## src/rtl/zion_basic_circuit_lib_pkg.sv

```systemverilog
// Shared types and helpers for the zion basic circuit library.
// Holds the sequencer state encoding and a constant max() used for counter sizing.
package zion_basic_circuit_lib_pkg;

  typedef enum logic [1:0] {IDLE, HOLD, STAGE, DONE} state_e;

  function automatic int max(input int a, input int b);
    return (a > b) ? a : b;
  endfunction

endpackage

```

## src/rtl/zion_basic_circuit_lib_rst_seq_if.sv

```systemverilog
// Handshake bundle between the reset sequencer (master) and the banks it drives (slave).
// iAck exists only when ZION_BASIC_CIRCUIT_LIB_RST_SEQ_ACK_EN is defined.
interface zion_basic_circuit_lib_rst_seq_if #(
  parameter int STAGE_NUM = 4
);
  localparam int SW = $clog2(STAGE_NUM + 1);

  logic                 iSoftRst;
`ifdef ZION_BASIC_CIRCUIT_LIB_RST_SEQ_ACK_EN
  logic [STAGE_NUM-1:0] iAck;
`endif
  logic [STAGE_NUM-1:0] oRst;
  logic [SW-1:0]        oStage;
  logic                 oDone;

`ifdef ZION_BASIC_CIRCUIT_LIB_RST_SEQ_ACK_EN
  modport master (input iSoftRst, input iAck, output oRst, output oStage, output oDone);
  modport slave  (output iSoftRst, output iAck, input oRst, input oStage, input oDone);
`else
  modport master (input iSoftRst, output oRst, output oStage, output oDone);
  modport slave  (output iSoftRst, input oRst, input oStage, input oDone);
`endif

endinterface

```

## src/rtl/zion_basic_circuit_lib_rst_sync.sv

```systemverilog
// Two-flop reset synchronizer: asserts asynchronously, releases on the second clk edge.
// OUT_POS selects the asserted level of oRst.
module zion_basic_circuit_lib_rst_sync #(
  parameter int OUT_POS = 1
) (
  input  logic clk,
  input  logic rst,
  output logic oRst
);
  localparam logic POL = (OUT_POS != 0);

  logic [1:0] sync_q;

  always_ff @(posedge clk or posedge rst) begin
    if (rst) begin
      sync_q <= {2{POL}};
    end else begin
      sync_q <= {sync_q[0], ~POL};
    end
  end

  assign oRst = sync_q[1];

endmodule

```

## src/rtl/zion_basic_circuit_lib_rst_seq.sv

```systemverilog
// Staged reset sequencer: releases STAGE_NUM bank resets in index order after a hold time.
// Macros: ZION_BASIC_CIRCUIT_LIB_RST_SEQ_ACK_EN (per-stage ack gating), CHECK_ERR_EXIT.
module zion_basic_circuit_lib_rst_seq
  import zion_basic_circuit_lib_pkg::*;
#(
  parameter int STAGE_NUM = 4,
  parameter int HOLD_CYC  = 8,
  parameter int GAP_CYC   = 2,
  parameter int OUT_POS   = 1
) (
  input  logic                            clk,
  input  logic                            rst,
  zion_basic_circuit_lib_rst_seq_if.master bus
);
  localparam int CW = $clog2(max(HOLD_CYC, GAP_CYC) + 1);
  localparam int SW = $clog2(STAGE_NUM + 1);
  localparam logic POL = (OUT_POS != 0);
  localparam logic [CW-1:0] HOLD_LAST = CW'(HOLD_CYC - 1);
  localparam logic [CW-1:0] GAP_MAX   = CW'(GAP_CYC);
  localparam logic [SW-1:0] LAST_STG  = SW'(STAGE_NUM - 1);
  localparam logic [SW-1:0] ALL_STG   = SW'(STAGE_NUM);
`ifdef ZION_BASIC_CIRCUIT_LIB_RST_SEQ_ACK_EN
  localparam logic ACK_EN = 1'b1;
`else
  localparam logic ACK_EN = 1'b0;
`endif

  if (STAGE_NUM < 1 || HOLD_CYC < 1 || GAP_CYC < 1 || (OUT_POS != 0 && OUT_POS != 1))
  begin : g_bad_param
`ifdef CHECK_ERR_EXIT
    $fatal(1, "zion_basic_circuit_lib_rst_seq: illegal parameter value");
`else
    $error("zion_basic_circuit_lib_rst_seq: illegal parameter value");
`endif
  end

  logic rst_sync;

  zion_basic_circuit_lib_rst_sync #(
    .OUT_POS(1)
  ) u_rst_sync (
    .clk  (clk),
    .rst  (rst),
    .oRst (rst_sync)
  );

  state_e               state_q, state_d;
  logic [CW-1:0]        cnt_q, cnt_d, gap_next;
  logic [SW-1:0]        stage_q, stage_d;
  logic [STAGE_NUM-1:0] orst_q, orst_d;
  logic                 ack_prev, ack_last;

  // Without the ack feature both gates are permanently open.
  always_comb begin
    ack_prev = 1'b1;
    ack_last = 1'b1;
`ifdef ZION_BASIC_CIRCUIT_LIB_RST_SEQ_ACK_EN
    ack_prev = 1'b0;
    ack_last = bus.iAck[STAGE_NUM-1];
    for (int i = 0; i < STAGE_NUM; i++) begin
      if (stage_q == SW'(i + 1)) ack_prev = bus.iAck[i];
    end
`endif
  end

  always_comb begin
    state_d  = state_q;
    cnt_d    = cnt_q;
    stage_d  = stage_q;
    gap_next = (cnt_q >= GAP_MAX) ? GAP_MAX : cnt_q + 1'b1;

    unique case (state_q)
      IDLE: begin
        if (!rst_sync) begin
          state_d = HOLD;
          cnt_d   = '0;
          stage_d = '0;
        end
      end
      HOLD: begin
        if (cnt_q == HOLD_LAST) begin
          cnt_d   = '0;
          stage_d = SW'(1);
          state_d = (STAGE_NUM == 1 && !ACK_EN) ? DONE : STAGE;
        end else begin
          cnt_d = cnt_q + 1'b1;
        end
      end
      STAGE: begin
        cnt_d = gap_next;
        if (stage_q == ALL_STG) begin
          // Only reachable with acks: all released, waiting for the last bank.
          if (ack_last) state_d = DONE;
        end else if (gap_next == GAP_MAX && ack_prev) begin
          cnt_d   = '0;
          stage_d = stage_q + 1'b1;
          if (stage_q == LAST_STG && !ACK_EN) state_d = DONE;
        end
      end
      DONE: begin
        if (!ack_last) state_d = STAGE;
      end
    endcase

    if (bus.iSoftRst && state_q != IDLE) begin
      state_d = HOLD;
      cnt_d   = '0;
      stage_d = '0;
    end
  end

  // Registered decode keeps oRst glitch-free on release.
  always_comb begin
    orst_d = '0;
    for (int i = 0; i < STAGE_NUM; i++) begin
      orst_d[i] = (SW'(i) >= stage_d) ? POL : ~POL;
    end
  end

  always_ff @(posedge clk or posedge rst) begin
    if (rst) begin
      state_q <= IDLE;
      cnt_q   <= '0;
      stage_q <= '0;
      orst_q  <= {STAGE_NUM{POL}};
    end else begin
      state_q <= state_d;
      cnt_q   <= cnt_d;
      stage_q <= stage_d;
      orst_q  <= orst_d;
    end
  end

  assign bus.oRst   = orst_q;
  assign bus.oStage = stage_q;
  assign bus.oDone  = (state_q == DONE);

endmodule

```

## src/flat_wrapper.sv

```systemverilog
// flat-port wrapper written by rule: the top's interface ports become plain ports
module zion_basic_circuit_lib_rst_seq_flat import zion_basic_circuit_lib_pkg::*;
#(
  parameter int STAGE_NUM = 4,
  parameter int HOLD_CYC  = 8,
  parameter int GAP_CYC   = 2,
  parameter int OUT_POS   = 1
)
  (clk, rst, bus_iSoftRst, bus_oRst, bus_oStage, bus_oDone);
  zion_basic_circuit_lib_rst_seq_if #(.STAGE_NUM(STAGE_NUM)) bus_i ();
  input  logic clk;
  input  logic rst;
  input wire logic [$bits(bus_i.iSoftRst)-1:0] bus_iSoftRst;
  output wire logic [$bits(bus_i.oRst)-1:0] bus_oRst;
  output wire logic [$bits(bus_i.oStage)-1:0] bus_oStage;
  output wire logic [$bits(bus_i.oDone)-1:0] bus_oDone;
  assign bus_i.iSoftRst = bus_iSoftRst;
  assign bus_oRst = bus_i.oRst;
  assign bus_oStage = bus_i.oStage;
  assign bus_oDone = bus_i.oDone;
  zion_basic_circuit_lib_rst_seq #(.STAGE_NUM(STAGE_NUM), .HOLD_CYC(HOLD_CYC), .GAP_CYC(GAP_CYC), .OUT_POS(OUT_POS)) u_core (.clk(clk), .rst(rst), .bus(bus_i));
endmodule
```

## config.mk

```make
export PLATFORM = sky130hd
export DESIGN_NAME = zion_basic_circuit_lib_rst_seq_flat
export DESIGN_NICKNAME = d
export VERILOG_FILES = /design/src/rtl/zion_basic_circuit_lib_pkg.sv /design/src/rtl/zion_basic_circuit_lib_rst_seq_if.sv /design/src/rtl/zion_basic_circuit_lib_rst_sync.sv /design/src/rtl/zion_basic_circuit_lib_rst_seq.sv /design/src/flat_wrapper.sv
export SDC_FILE = /design/constraint.sdc
export NUM_CORES = 1
export LEC_CHECK = 0
export BUFFER_PORTS_ARGS = -buffer_cell sky130_fd_sc_hd__clkbuf_2
export CORE_MARGIN = 5
export CORE_UTILIZATION = 25
export CTS_CLUSTER_DIAMETER = 80
export DETAILED_ROUTE_END_ITERATION = 8
export HOLD_SLACK_MARGIN = 0.05
export MAX_ROUTING_LAYER = met4
export PLACE_DENSITY_LB_ADDON = 0.12
export SLEW_MARGIN = 20
export SYNTH_ARGS = -nofsm -noshare
export SYNTH_HDL_FRONTEND = slang
export SYNTH_SLANG_ARGS = --single-unit
```

## constraint.sdc

```tcl
create_clock -name clk -period 2.2 [get_ports clk]
set_input_delay 0.11 -clock clk [delete_from_list [all_inputs] [get_ports clk]]
set_output_delay 0.11 -clock clk [all_outputs]
set_load 0.02 [all_outputs]
```

# Word level (Yosys, flattened, before mapping)
# Cells that the tools add are included.
# classes
add_sub_neg	2
magnitude_cmp	5
n_eq_ne	12
mux	24
n_reduce_logical	6
# ops
operator	count
$mux W4	6
$mux W3	5
$mux W2	6
$pmux W4 S3	1
$pmux W3 S3	1
$ne A4 B1 Y1 const B	2
$ge A1 B3 Y1 const A	2
$ge A2 B3 Y1 const A	2
$pmux W2 S3	1
$reduce_and A5 Y1	1
$add A4 B1 Y4 const B	1
$eq A2 B2 Y1 const B	2
$eq A4 B2 Y1 const B	1
$eq A4 B3 Y1 const B	1
$ge A4 B2 Y1 const B	1
$mux W1	4
$reduce_bool A4 Y1	1
$add A3 B1 Y3 const B	1
$eq A3 B2 Y1 const B	1
$eq A3 B3 Y1 const B	1
$ne A3 B1 Y1 const B	1
$ne A3 B2 Y1 const B	1
$eq A2 B1 Y1 const B	1
$logic_not A2 Y1	1
other kinds (4)	4
# totals
reg_bits	15
output_inout_bits	8

# Logic depth before layout (Yosys ltp)
# depth
ltp_word	9
mapped_depth	7
mapped_depth_nobuf	7

# By module
# A second synthesis with hierarchy kept.
# hier_totals
cells_unflattened	93
hier_area_um2	942.2
# by_module_without_submodules
mod	n_inst	cells_per_inst	area_per_inst_um2	seq_area_each_um2
zion_basic_circuit_lib_rst_seq	1	89	882.1	330.3
zion_basic_circuit_lib_rst_sync	1	4	60.1	52.6

# Worst setup path before layout
# OpenSTA, ideal clock, no wires.
# synth_timing
path_type	reg-to-reg
startpoint	reg u_core.cnt_q[0]
endpoint	reg u_core.orst_q[0], in the netlist u_core.bus.oRst[0]
setup_time_ns	0.075
arrival_ns	1.849
t_required_ns	2.125
slack_ns	0.276
path_stages_with_launch	8
path_buffers	0
period_less_slack_ns	1.924
path_cell_list	dfrtp_1 -> inv_1 -> ha_1 -> or4_4 -> o21a_1 -> a311oi_2 -> a311oi_2 -> nor3_2
# synth_between
elab_chain_cells	9
word_cells_on_any_way	12
cone_classes	add/sub: 1; order compare: 2; eq/ne: 2; mux: 7
# synth_rtl
element	line	text
from (decl)	zion_basic_circuit_lib_rst_seq.sv:48	logic [CW-1:0] cnt_q, cnt_d, gap_next;
from (signal assigned)	zion_basic_circuit_lib_rst_seq.sv:128	cnt_q <= cnt_d;
$add A4 B1 Y4 / $ge A4 B2 Y1 (equally long branches)	zion_basic_circuit_lib_rst_seq.sv:70	gap_next = (cnt_q >= GAP_MAX) ? GAP_MAX : cnt_q + 1'b1;
$mux W4	zion_basic_circuit_lib_rst_seq.sv:70	
$eq A4 B2 Y1	zion_basic_circuit_lib_rst_seq.sv:94	end else if (gap_next == GAP_MAX && ack_prev) begin
$mux W3	zion_basic_circuit_lib_rst_seq.sv:94	
$mux W3	zion_basic_circuit_lib_rst_seq.sv:91	if (stage_q == ALL_STG) begin
$pmux W3 S3 (*)	zion_basic_circuit_lib_rst_seq.sv:72	unique case (state_q)
$mux W3 (*)	zion_basic_circuit_lib_rst_seq.sv:105	if (bus.iSoftRst && state_q != IDLE) begin
via u_core.stage_d[0]	zion_basic_circuit_lib_rst_seq.sv:49	logic [SW-1:0] stage_q, stage_d;
$ge A1 B3 Y1 (*)	zion_basic_circuit_lib_rst_seq.sv:116	orst_d[i] = (SW'(i) >= stage_d) ? POL : ~POL;
$mux W1 (*)	zion_basic_circuit_lib_rst_seq.sv:116	
via u_core.orst_d[0]	zion_basic_circuit_lib_rst_seq.sv:50	logic [STAGE_NUM-1:0] orst_q, orst_d;
to (signal assigned)	zion_basic_circuit_lib_rst_seq.sv:125	orst_q <= {STAGE_NUM{POL}};
to (signal assigned)	zion_basic_circuit_lib_rst_seq.sv:130	orst_q <= orst_d;
to (decl)	zion_basic_circuit_lib_rst_seq.sv:50	
# The timed path passes the listed nets; every way through them passes the cells marked *.
# A chain may end at the register's enable or synchronous reset.

# Worst setup path after layout
# layout_timing
startpoint	reg u_core.cnt_q[0]
endpoint	reg u_core.orst_q[2], in the netlist u_core.bus.oRst[2]
# layout_between
elab_chain_cells	9
word_cells_on_any_way	12
cone_classes	add/sub: 1; order compare: 2; eq/ne: 2; mux: 7
# layout_rtl
element	line
$add A4 B1 Y4 / $ge A4 B2 Y1 (equally long branches)	zion_basic_circuit_lib_rst_seq.sv:70
$mux W4	zion_basic_circuit_lib_rst_seq.sv:70
$eq A4 B2 Y1	zion_basic_circuit_lib_rst_seq.sv:94
$mux W3	zion_basic_circuit_lib_rst_seq.sv:94
$mux W3	zion_basic_circuit_lib_rst_seq.sv:91
$pmux W3 S3 (*)	zion_basic_circuit_lib_rst_seq.sv:72
$mux W3 (*)	zion_basic_circuit_lib_rst_seq.sv:105
via u_core.stage_d[2]	zion_basic_circuit_lib_rst_seq.sv:49
$ge A2 B3 Y1 (*)	zion_basic_circuit_lib_rst_seq.sv:116
$mux W1 (*)	zion_basic_circuit_lib_rst_seq.sv:116
via u_core.orst_d[2]	zion_basic_circuit_lib_rst_seq.sv:50
# Marked as above.

==> metrics.txt <==
status complete, no violations; worst r2r src u_core.cnt_q[0]; highest-count cells in the layout ignoring fill and taps inv_1 (10), clkbuf_2 (10), ha_1 (9), dfrtp_1 (9); sw frac 0.4176; root buffer cell clkbuf_4; area of the multi-input gates 483.0 sq um; crit share post-route 0.9083; WL/cell about 12 microns; largest fanout on the critical path 5; clk sinks 15; Primary FF master, synth dfrtp_1; maximum VDD drop 0.3997 mV; Ports 11; CTS-repair resized insts 0; Final HPWL DP between 1500 and 2000 microns; Area Growth Syn to Fin 21.88%; Reg-to-Reg End u_core.bus.oRst[2]; Pleak 0.4933 nW; DR iter-0 viols 29; post-synthesis register bit count 15; met2 usage 0.1406; Post-DRT Antenna Nets 0; Slew @ Worst Pin around 0.6 ns; placed instance count 155; ant diodes 0; GR Util met3 0.03443; Via Count 750; later-pin clock latency in the skew report 0.28 ns; endpoints failing hold 0; number of port buffers 10; most frequent CP cell buf_4; Final Setup Violations 0; Int Pwr roughly 640 uW; crit path launch u_core.cnt_q[0]; CP startpoint kind register; Initial Util 0.2645; Cell Area, Synth 903.4 sq um; register area about 380 sq um; Layout Nets about 130; NetSw around 460 uW; Min Hold Slack around 0.2 ns; global-route wire length before repair 3484 microns; Pre-antenna DRT Iters 4; fmax 0.5004 GHz; H-tree levels 1; drt via density 4.688; placed instance area around 0.0011 sq mm; combinational share of power 0.536; Critical Path End u_core.bus.oRst[2]; Seq/Total Area, Yosys 0.4238; Synth Net Count 104; post-route cell area around 0.0011 sq mm; R2R cell count 9; Final Power 1.096 mW; Slew Viols, Final 0; clock slew at reported path FFs 0.09 ns; GRT met1 Usage 0.1146; Worst path slowest cell or4_4; Reg power frac 0.319; number of remaining DRC errors 0; endpoint class of the critical path register; sum of negative setup slack 0 ns; total clock buffers created by CTS 3; Die X around 70 microns; Ys Warns 0; syn avg cell area 9.819 sq um; Die Ht 70.11 microns; clock share of power 0.146; CTS Buffer Depth 2; row count 21; Crit Path Class register to register; FF-to-FF setup slack 0.20 ns; EDFF count, synth 0; GPL Wtd Cong 0.7733; power density cells approximately 1000 mW/mm^2; Hold Path Stages 3; CP Cell Sequence inv_1 > ha_1 > or4_4 > o21ai_2 > nand2_1 > buf_4 > a31oi_1 > buf_4 > a21oi_1; clk_skew 0.001845 ns; WP data required 2.41 ns; gr ovfl total 0; busiest grt layer met2; hold_buf cts 1; layout cell share with drive strength beyond 1 0.2895; Core Area 0.003416 sq mm; fillers 365; slew margin rel. 0.5947; Hold Path Class primary input to register; synthesized netlist cell count 92; total track usage 0.09225; CTS tree done; pin count of the biggest net entering global routing 16; crit path DAT 2.21 ns; asr flop ratio synth 1.000; largest stage delay on the critical path 0.52 ns; Final Critical Period 1.998 ns; die area 0.004915 sq mm; post-CTS setup buffer count 0; Synth cell types 34; vias in the first global route 721; hold_sp bus_iSoftRst; antenna violations before repair 0; RSZ-0062 raised after global routing false; fin cells 160; max cap viols 0; routed wire length 1955 microns
==> layer usage <==
layer	up-vias	part of all wire	wire length (microns)
met2	20	0.47	915
met3	2	0.045	88
met5	-	0	0
met4	0	0.0082	16
li1	375	-	-
met1	353	0.48	935
==> metrics by stage <==
step | util | setup WS, ns
2_1_floorplan | - | 0.2759
3_3_place_gp | 0.3114 | 0.1947
3_5_place_dp | 0.3114 | 0.2141
4_1_cts | 0.3223 | 0.2061
5_1_grt | 0.3223 | 0.04796
6_report | 0.3223 | 0.2018
==> cell families (layout without fill, tap and decap cells) <==
logic type | Yosys count | count (layout) | share of synthesized area
AO/OA/AOI/OAI | 28 | 28 | 0.2272
buffers and inverters | 10 | 32 | 0.04156
AND/OR/NAND/NOR | 28 | 28 | 0.1676
flip-flops | 15 | 15 | 0.4238
other | 1 | 1 | 0.004151
adder cells (fa/ha/maj) | 9 | 9 | 0.1247
multiplexers | 1 | 1 | 0.01108
==> synthesized netlist by cell type, types with 2 or more instances <==
master    count  area [sq um]
dfstp_2       6         157.7
inv_1        10         37.54
a21oi_1       3         15.01
a22oi_1       2         15.01
a311oi_2      2         30.03
nand3_1       2         10.01
nand2_1       7         26.28
ha_1          9         112.6
nand2b_1      2         12.51
nor2b_1       3         18.77
dfrtp_1       9         225.2
o21ai_0       7         35.03
o31ai_1       3         22.52
nor3_1        2         10.01
nor2_1        5         18.77
a31oi_1       2         12.51
==> sequential cells by signal, indices dropped and copies added (netlist names) <==
register and flops:
u_core.bus.oRst 4, u_core.bus.oStage 3, u_core.cnt_q 4, u_core.state_q 2, u_core.u_rst_sync.sync_q 2
==> worst min path at each step <==
stage | end
final | u_core.state_q[0]
after global routing | u_core.state_q[1]
after CTS | u_core.state_q[0]
after detailed placement | u_core.cnt_q[3]
after global placement | u_core.cnt_q[3]
after floorplan | u_core.bus.oStage[0]
==> power groups by stage <==
stage | logic (mW) | clock network [mW] | registers [mW]
final | 0.587 | 0.160 | 0.349
after global routing | 0.657 | 0.191 | 0.355
after CTS | 0.583 | 0.172 | 0.350
after detailed placement | 0.579 | 0 | 0.354
after global placement | 0.588 | 0 | 0.353
after floorplan | 0.397 | 0 | 0.370
==> layout make-up <==
type,instances,area share
clock inverter,1,0.004545
multi-input combinational,67,0.4386
inverter,10,0.03409
tap,46,0.05227
clock buffer,3,0.02045
sequential,15,0.3477
timing repair buffer,18,0.1023
==> worst max-delay path, delay by kind of cell (launching register included) <==
kind                       cells  cell delay (ns)
and+or+nand+nor                2             0.62
DFF                            1             0.35
adders and majority gates      1             0.20
buffers and inverters          3             0.37
AOI/OAI and AO/OA              3             0.38
(Power assumes the default switching activity.)
